[config.mk]
export PLATFORM = sky130hd
export DESIGN_NAME = button_event_gen
export DESIGN_NICKNAME = d
export VERILOG_FILES = /design/src/rtl/flappy_btn_pkg.sv /design/src/rtl/btn_evt_fifo.sv /design/src/rtl/button_event_gen.sv
export SDC_FILE = /design/constraint.sdc
export NUM_CORES = 1
export LEC_CHECK = 0
export CORE_MARGIN = 2
export CORE_UTILIZATION = 26
export DETAILED_ROUTE_END_ITERATION = 7
export PLACE_DENSITY = 0.5
export REMOVE_ABC_BUFFERS = 1
export SLEW_MARGIN = 20
export SYNTH_ARGS = -nofsm -noshare
export SYNTH_HDL_FRONTEND = slang
export SYNTH_SLANG_ARGS = --single-unit
[constraint.sdc]
create_clock -name clk -period 5.26 [get_ports clk]
set_input_delay 1.052 -clock clk [delete_from_list [all_inputs] [get_ports clk]]
set_output_delay 1.052 -clock clk [all_outputs]
set_load 0.1 [all_outputs]
[src/rtl/flappy_btn_pkg.sv]
// Shared types for the button event path: event encoding, queue entry layout
// and the per-button typematic state.
package flappy_btn_pkg;

    localparam int NUM_BTN   = 6;
    localparam int BTN_IDX_W = 3;

    // Bit positions of the three pending flags kept per button
    localparam int PEND_PRESS   = 0;
    localparam int PEND_REPEAT  = 1;
    localparam int PEND_RELEASE = 2;

    typedef enum logic [1:0] {
        EVT_PRESS   = 2'b01,
        EVT_RELEASE = 2'b10,
        EVT_REPEAT  = 2'b11
    } btn_evt_e;

    typedef struct packed {
        btn_evt_e               evt_type;
        logic [BTN_IDX_W-1:0]   idx;
    } btn_evt_t;

    typedef enum logic [1:0] {
        IDLE,
        HOLD,
        REPEAT
    } btn_fsm_e;

    function automatic int max2(input int a, input int b);
        return (a > b) ? a : b;
    endfunction

endpackage

[src/rtl/btn_evt_fifo.sv]
// Small synchronous event queue; the head is read straight from storage so a
// pushed entry is visible the cycle after the push.
module btn_evt_fifo
    import flappy_btn_pkg::*;
#(
    parameter int DEPTH = 4
) (
    input  logic     clk,
    input  logic     reset_n,
    input  logic     push,
    input  btn_evt_t din,
    output logic     full,
    input  logic     pop,
    output btn_evt_t dout,
    output logic     empty
);

    localparam int AW = $clog2(DEPTH);

    logic [AW:0] wr_ptr_q;
    logic [AW:0] rd_ptr_q;
    btn_evt_t    mem_q [DEPTH];
    logic        do_push;
    logic        do_pop;

    // Extra pointer MSB distinguishes full from empty when the indices match
    assign empty   = (wr_ptr_q == rd_ptr_q);
    assign full    = (wr_ptr_q[AW] != rd_ptr_q[AW]) &&
                     (wr_ptr_q[AW-1:0] == rd_ptr_q[AW-1:0]);
    assign do_push = push & ~full;
    assign do_pop  = pop & ~empty;
    assign dout    = mem_q[rd_ptr_q[AW-1:0]];

    always_ff @(posedge clk or negedge reset_n) begin
        if (!reset_n) begin
            wr_ptr_q <= '0;
            rd_ptr_q <= '0;
        end else begin
            if (do_push) wr_ptr_q <= wr_ptr_q + 1'b1;
            if (do_pop)  rd_ptr_q <= rd_ptr_q + 1'b1;
        end
    end

    always_ff @(posedge clk) begin
        if (do_push) mem_q[wr_ptr_q[AW-1:0]] <= din;
    end

endmodule

[src/rtl/button_event_gen.sv]
// Turns debounced button levels into PRESS / REPEAT / RELEASE events with
// typematic auto-repeat, queued behind a valid/ready interface.
module button_event_gen
    import flappy_btn_pkg::*;
#(
    parameter int REPEAT_DELAY  = 25_000_000,
    parameter int REPEAT_PERIOD = 5_000_000,
    parameter int FIFO_DEPTH    = 4
) (
    input  logic       clk,
    input  logic       reset_n,
    input  logic [5:0] btn_level,
    output logic       evt_valid,
    input  logic       evt_ready,
    output logic [1:0] evt_type,
    output logic [2:0] evt_btn,
    output logic [5:0] held,
    output logic [7:0] dropped_cnt
);

    localparam int CNT_W = $clog2(max2(REPEAT_DELAY, REPEAT_PERIOD));
    localparam logic [CNT_W-1:0] DELAY_LAST  = CNT_W'(REPEAT_DELAY - 1);
    localparam logic [CNT_W-1:0] PERIOD_LAST = CNT_W'(REPEAT_PERIOD - 1);

    logic [3*NUM_BTN-1:0] pend_flat;
    logic [3*NUM_BTN-1:0] clr_flat;
    logic [NUM_BTN-1:0]   drop_vec;

    logic                 sel_valid;
    logic [BTN_IDX_W-1:0] sel_btn;
    logic [2:0]           sel_bit;
    btn_evt_e             sel_type;
    logic                 fifo_push;
    logic                 fifo_full;
    logic                 fifo_empty;
    btn_evt_t             fifo_din;
    btn_evt_t             fifo_dout;

    logic [3:0]           drop_sum;
    logic [8:0]           drop_acc;
    logic [7:0]           dropped_d;
    logic [7:0]           dropped_q;

    genvar gi;
    generate
        for (gi = 0; gi < NUM_BTN; gi++) begin : g_btn
            btn_fsm_e         state_q;
            logic [CNT_W-1:0] cnt_q;
            logic [2:0]       pend_q;
            logic [2:0]       new_evt;
            logic [2:0]       clr;

            assign clr = clr_flat[3*gi +: 3];

            // Release wins over counter expiry in the same cycle
            always_comb begin
                new_evt = 3'b000;
                case (state_q)
                    IDLE:   if (btn_level[gi]) new_evt[PEND_PRESS] = 1'b1;
                    HOLD:   if (!btn_level[gi])           new_evt[PEND_RELEASE] = 1'b1;
                            else if (cnt_q == DELAY_LAST) new_evt[PEND_REPEAT]  = 1'b1;
                    REPEAT: if (!btn_level[gi])            new_evt[PEND_RELEASE] = 1'b1;
                            else if (cnt_q == PERIOD_LAST) new_evt[PEND_REPEAT]  = 1'b1;
                    default: new_evt = 3'b000;
                endcase
            end

            always_ff @(posedge clk or negedge reset_n) begin
                if (!reset_n) begin
                    state_q <= IDLE;
                    cnt_q   <= '0;
                end else begin
                    case (state_q)
                        IDLE: begin
                            if (btn_level[gi]) begin
                                state_q <= HOLD;
                                cnt_q   <= '0;
                            end
                        end
                        HOLD: begin
                            if (!btn_level[gi]) begin
                                state_q <= IDLE;
                            end else if (cnt_q == DELAY_LAST) begin
                                state_q <= REPEAT;
                                cnt_q   <= '0;
                            end else begin
                                cnt_q <= cnt_q + 1'b1;
                            end
                        end
                        REPEAT: begin
                            if (!btn_level[gi]) begin
                                state_q <= IDLE;
                            end else if (cnt_q == PERIOD_LAST) begin
                                cnt_q <= '0;
                            end else begin
                                cnt_q <= cnt_q + 1'b1;
                            end
                        end
                        default: state_q <= IDLE;
                    endcase
                end
            end

            // A flag cleared by this cycle's push may be re-armed without loss
            always_ff @(posedge clk or negedge reset_n) begin
                if (!reset_n) pend_q <= 3'b000;
                else          pend_q <= (pend_q & ~clr) | new_evt;
            end

            assign drop_vec[gi]          = |(new_evt & pend_q & ~clr);
            assign pend_flat[3*gi +: 3]  = pend_q;
            assign held[gi]              = (state_q != IDLE);
        end
    endgenerate

    // Lowest button index wins; scanning downwards leaves the lowest selected
    always_comb begin
        sel_valid = 1'b0;
        sel_btn   = '0;
        sel_bit   = 3'b000;
        sel_type  = EVT_PRESS;
        for (int b = NUM_BTN - 1; b >= 0; b--) begin
            if (|pend_flat[3*b +: 3]) begin
                sel_valid = 1'b1;
                sel_btn   = BTN_IDX_W'(b);
                if (pend_flat[3*b + PEND_PRESS]) begin
                    sel_bit  = 3'b001;
                    sel_type = EVT_PRESS;
                end else if (pend_flat[3*b + PEND_REPEAT]) begin
                    sel_bit  = 3'b010;
                    sel_type = EVT_REPEAT;
                end else begin
                    sel_bit  = 3'b100;
                    sel_type = EVT_RELEASE;
                end
            end
        end
    end

    assign fifo_push         = sel_valid & ~fifo_full;
    assign fifo_din.evt_type = sel_type;
    assign fifo_din.idx      = sel_btn;

    always_comb begin
        clr_flat = '0;
        if (fifo_push) clr_flat[3*int'(sel_btn) +: 3] = sel_bit;
    end

    btn_evt_fifo #(
        .DEPTH (FIFO_DEPTH)
    ) u_fifo (
        .clk     (clk),
        .reset_n (reset_n),
        .push    (fifo_push),
        .din     (fifo_din),
        .full    (fifo_full),
        .pop     (evt_ready),
        .dout    (fifo_dout),
        .empty   (fifo_empty)
    );

    // Several buttons can lose an event in the same cycle; count each one
    always_comb begin
        drop_sum = 4'd0;
        for (int b = 0; b < NUM_BTN; b++) drop_sum = drop_sum + {3'b000, drop_vec[b]};
        drop_acc  = {1'b0, dropped_q} + {5'b00000, drop_sum};
        dropped_d = drop_acc[8] ? 8'hFF : drop_acc[7:0];
    end

    always_ff @(posedge clk or negedge reset_n) begin
        if (!reset_n) dropped_q <= 8'd0;
        else          dropped_q <= dropped_d;
    end

    assign evt_valid   = ~fifo_empty;
    assign evt_type    = fifo_empty ? 2'b00 : fifo_dout.evt_type;
    assign evt_btn     = fifo_empty ? 3'b000 : fifo_dout.idx;
    assign dropped_cnt = dropped_q;

endmodule

==> results.md <==
- The die is 222 um tall.
- The type of element capturing the critical path is a flip-flop.
- The highest fanout seen on the critical path is 6.
- The global placer's final weighted congestion is 0.803.
- The tree built by TritonCTS fans out to 214 sinks.
- The leakage power total is 5.80 nW.
- The source-to-sink clock delay at the later pin of the worst-skew pair is 0.55 ns.
- The core area is 46700 sq um.
- The proportion of synthesized area in mux cells is 1.68%.
- The routed design has 29400 um of wire.
- After Yosys synthesis, full adders, half adders and majority gates account for 4.61% of the synthesized area.
- Setup violations remaining at the end of the flow were counted as 0.
- The final hold violation count is 0.
- The detail route stage leaves a number of antenna-violating nets equal to 0.
- The site row count is 79.
- Across the routed clock network, the largest skew measured is 0.0163 ns.
- The TritonCTS clock tree is yes.
- The final count of pins violating max slew is 0.
- Sorting the synthesized cells by area gives the leading types as dfrtp_1, nor2_1, edfxtp_1.
- The proportion of synthesized chip area in sequential cells is 44.3%.
- In this run the tool buffered the top-level ports with 28 buffer cells.
- The checks that failed: DRC.
- The startpoint class of the critical path is a flip-flop.
- For this configuration, the core starts out at a cell density of 26.4%.
- After layout, the minimum clock period comes to 4.99 ns.
- The fmax is 200 MHz.
- At the pin with the least slew margin, the transition time is 1.01 ns.
- The worst setup path is of the reg2reg kind.
- Once detailed placement completed, the half-perimeter wirelength came to 20400 um.
- The final-stage net count is 1461.
- The synthesized design spends more area on one cell type than any other, namely dfrtp_1.
- During synthesis, Yosys emitted a total of 0 warnings.
- After clock tree synthesis, the clock-pin slew on the worst setup and hold paths is 0.06 ns.
- The pin count of the biggest net entering global routing is 104.
- The floorplan step set the die width to 222 um.
- The initial antenna violation count is 0.
- The synthesized-area fraction occupied by ao, oa, aoi and oai cells is 14.6%.
- The share of the clock period used by the worst path after layout is 94.9%.
- In the final layout, the share of cells above drive strength 1 is 9.01%.
- From synthesis to final layout, the design area changed by 17.7%.
- The per-cell routed wire length is 14.4 um.
- The via count is 9939.
- The proportion of netlist area held by the largest area contributor is 39.4%.
- Setup repair after global routing left no endpoint under its margin.
- The number of enable-type register cells in the synthesized netlist is 20.
- The first global-routing pass estimated 49800 um of wire.
- The area share of and/or/nand/nor cells after synthesis is 24.7%.
- Of all flip-flops after synthesis, the portion carrying an async set or reset was 90.7%.
- The number of detailed-routing iterations run before antenna repair is 8.
- After detailed routing, the number of remaining DRC violations is 10.
- After routing the design area is 14500 sq um.
- The number of fill cells is 4883.
- Across the run, the number of max-cap violations was 0.
- The die area is 49100 sq um.
- The required time of the critical path is 5.73 ns.
- Summing all placed instances gives a cell area of 13500 sq um.
- Averaged over all synthesized cells, the footprint is 9.17 sq um.
- The post-synthesis cell type count is 83.
- The all-layer global routing usage is 11.9%.
- During I/O placement, the number of pins put on the boundary was 29.
- By count the netlist is led by dfrtp_1, nor2_1, nand2_1, inv_1, nand3_1.
- CTS placed an instance of clkbuf_16 at the clock tree root.
- The via count of the first global-routing pass is 9708.
- The data arrival time of the critical path is 5.46 ns.
- Yosys instantiated no cell more often than dfrtp_1.
- The combinational family with the most area after synthesis is simple AND/OR/NAND/NOR gates.
- In this run the cell area of the synthesized design comes to 12300 sq um.
- Counting the buffers created by CTS gives 28.
- Power spread over the standard cell area amounts to 503 nW/um^2.
- The number of buffers on the longest clock path is 3.
- After Yosys synthesis, XOR and XNOR cells account for 6.33% of the synthesized area.
- The routed via count divided by cell count is 4.87.
- The path class of the tightest hold or removal check is reg2reg.
- The overall overflow remaining after global route is 0.
- In the synthesized netlist the dominant register cell turns out to be dfrtp_1.
- The number of register bits inferred by synthesis is 214.
- Measured against its own limit, the worst slew margin works out to 32.2%.
- The run finished, with violations left.
- Power comes to 0.00729 W.
- The detailed router's first-iteration violation count is 565.
- The cell count after synthesis came out at 1344.
- The maximum vdd drop is 0.000437 V.
- The H-tree depth reported by CTS is 1.
registers in the layout, summed over array words and instances, names as in the netlist:
register         cells
g_btn.pend_q        18
g_btn.cnt_q        150
u_fifo.rd_ptr_q      3
g_btn.state_q       12
u_fifo.mem_q        20
dropped_cnt          8
u_fifo.wr_ptr_q      3
layer usage:
metal | up-vias | global-route usage [%] | wire (um)
met2 | 166 | 18.6 | 12800
li1 | 4933 | - | -
met5 | - | 0 | 0
met3 | 46 | 2.36 | 1400
met4 | 0 | 2.81 | 620
met1 | 4794 | 17.0 | 14600
worst paths after layout:
check / startpoint / endpoint / slack, ns / depth (start not counted)
max: g_btn[4].pend_q[1] / dropped_cnt[4] / 0.27 / 19
min: u_fifo.wr_ptr_q[2] / u_fifo.wr_ptr_q[2] / 0.48 / 1
max reg2reg: g_btn[4].pend_q[1] / dropped_cnt[4] / 0.27 / 19
min reg2reg: u_fifo.wr_ptr_q[2] / u_fifo.wr_ptr_q[2] / 0.48 / 1
max in group asynchronous: reset_n / g_btn[0].cnt_q[17] / 3.63 / 2
min in group asynchronous: reset_n / g_btn[3].cnt_q[16] / 0.58 / 1
critical path, cell delays in order (launching register included):
cell and delay, ns:
dfrtp_1 0.37, or3_1 0.39, o211ai_1 0.24, nand2_1 0.15
ha_4 0.20, a21oi_1 0.12, o211ai_1 0.11, or3b_4 0.43
o21ai_1 0.22, o221ai_2 0.13, fa_1 0.49, inv_1 0.06
fa_1 0.51, fa_1 0.47, fa_1 0.41, inv_1 0.09
a21o_1 0.17, nand4_1 0.10, buf_4 0.18, o21ai_0 0.08
cell usage in the layout, fill, tap and decap left out, types with 12 or more instances in the layout:
cell type / synthesis / final
a22o_1: 21 / 21
nand2b_1: 12 / 12
nor2_1: 166 / 166
or3_1: 18 / 18
xor2_1: 31 / 31
nand2_1: 134 / 134
buf_4: 1 / 43
nor3_1: 39 / 36
o31ai_1: 13 / 13
inv_1: 81 / 81
dfrtp_1: 194 / 194
and3_1: 22 / 22
clkbuf_16: 0 / 29
edfxtp_1: 20 / 20
o22ai_1: 18 / 18
nand4_1: 39 / 39
a21oi_1: 39 / 39
ha_1: 39 / 38
o21ai_0: 60 / 57
a21o_1: 22 / 22
nor4_1: 23 / 23
and2_1: 22 / 22
clkdlybuf4s50_1: 0 / 27
nand3_1: 73 / 73
xnor2_1: 58 / 58
where the power goes:
part | switching (W) | leakage (nW) | internal (W)
clock | 0.000739 | 0.451 | 0.00112
combinational | 0.00229 | 2.58 | 0.00106
sequential | 0.000166 | 2.77 | 0.00193
total | 0.00319 | 5.80 | 0.00410
cell families (layout without fill, tap and decap cells):
group | count (synthesis) | count (layout)
simple gates | 610 | 610
compound gates | 256 | 256
other cells | 0 | 1
buf+inv | 118 | 205
xor+xnor | 89 | 89
mux | 14 | 14
fa+ha+maj | 43 | 43
flops | 214 | 214
layout make-up:
cell class	count	area, sq um	share of cell area, %
clock buffer	44	862	5.95
clock inverter	8	42.5	0.293
antenna	1	2.50	0.0173
timing repair buffer	72	627	4.32
inverter	81	304	2.10
multi-input combinational	1012	6440	44.5
sequential	214	5460	37.6
tap	607	759	5.24
metrics by stage:
stage / hold slack (ns) / TNS [ns] / utilization [%] / setup slack (ns) / instances
4_1_cts: 0.487 / 0 / 30.9 / 0.0375 / 2036
5_1_grt: 0.518 / 0 / 31.1 / 0.00952 / 2038
3_5_place_dp: 0.475 / -0.215 / 29.0 / -0.0711 / 1983
6_report: 0.484 / 0 / 31.1 / 0.270 / 2039
2_1_floorplan: 0.460 / 0 / - / 0.233 / 1307
3_3_place_gp: 0.475 / 0 / 29.0 / 0.0576 / 1983
repair_timing:
action                     4_1_cts  5_1_grt
setup endpoints to repair        6        8
pin swaps                        0        2
setup buffers                    1        2
gates resized for setup          1        9
hold buffers                     0        0
No activity file was read; power rests on OpenSTA's default activity.
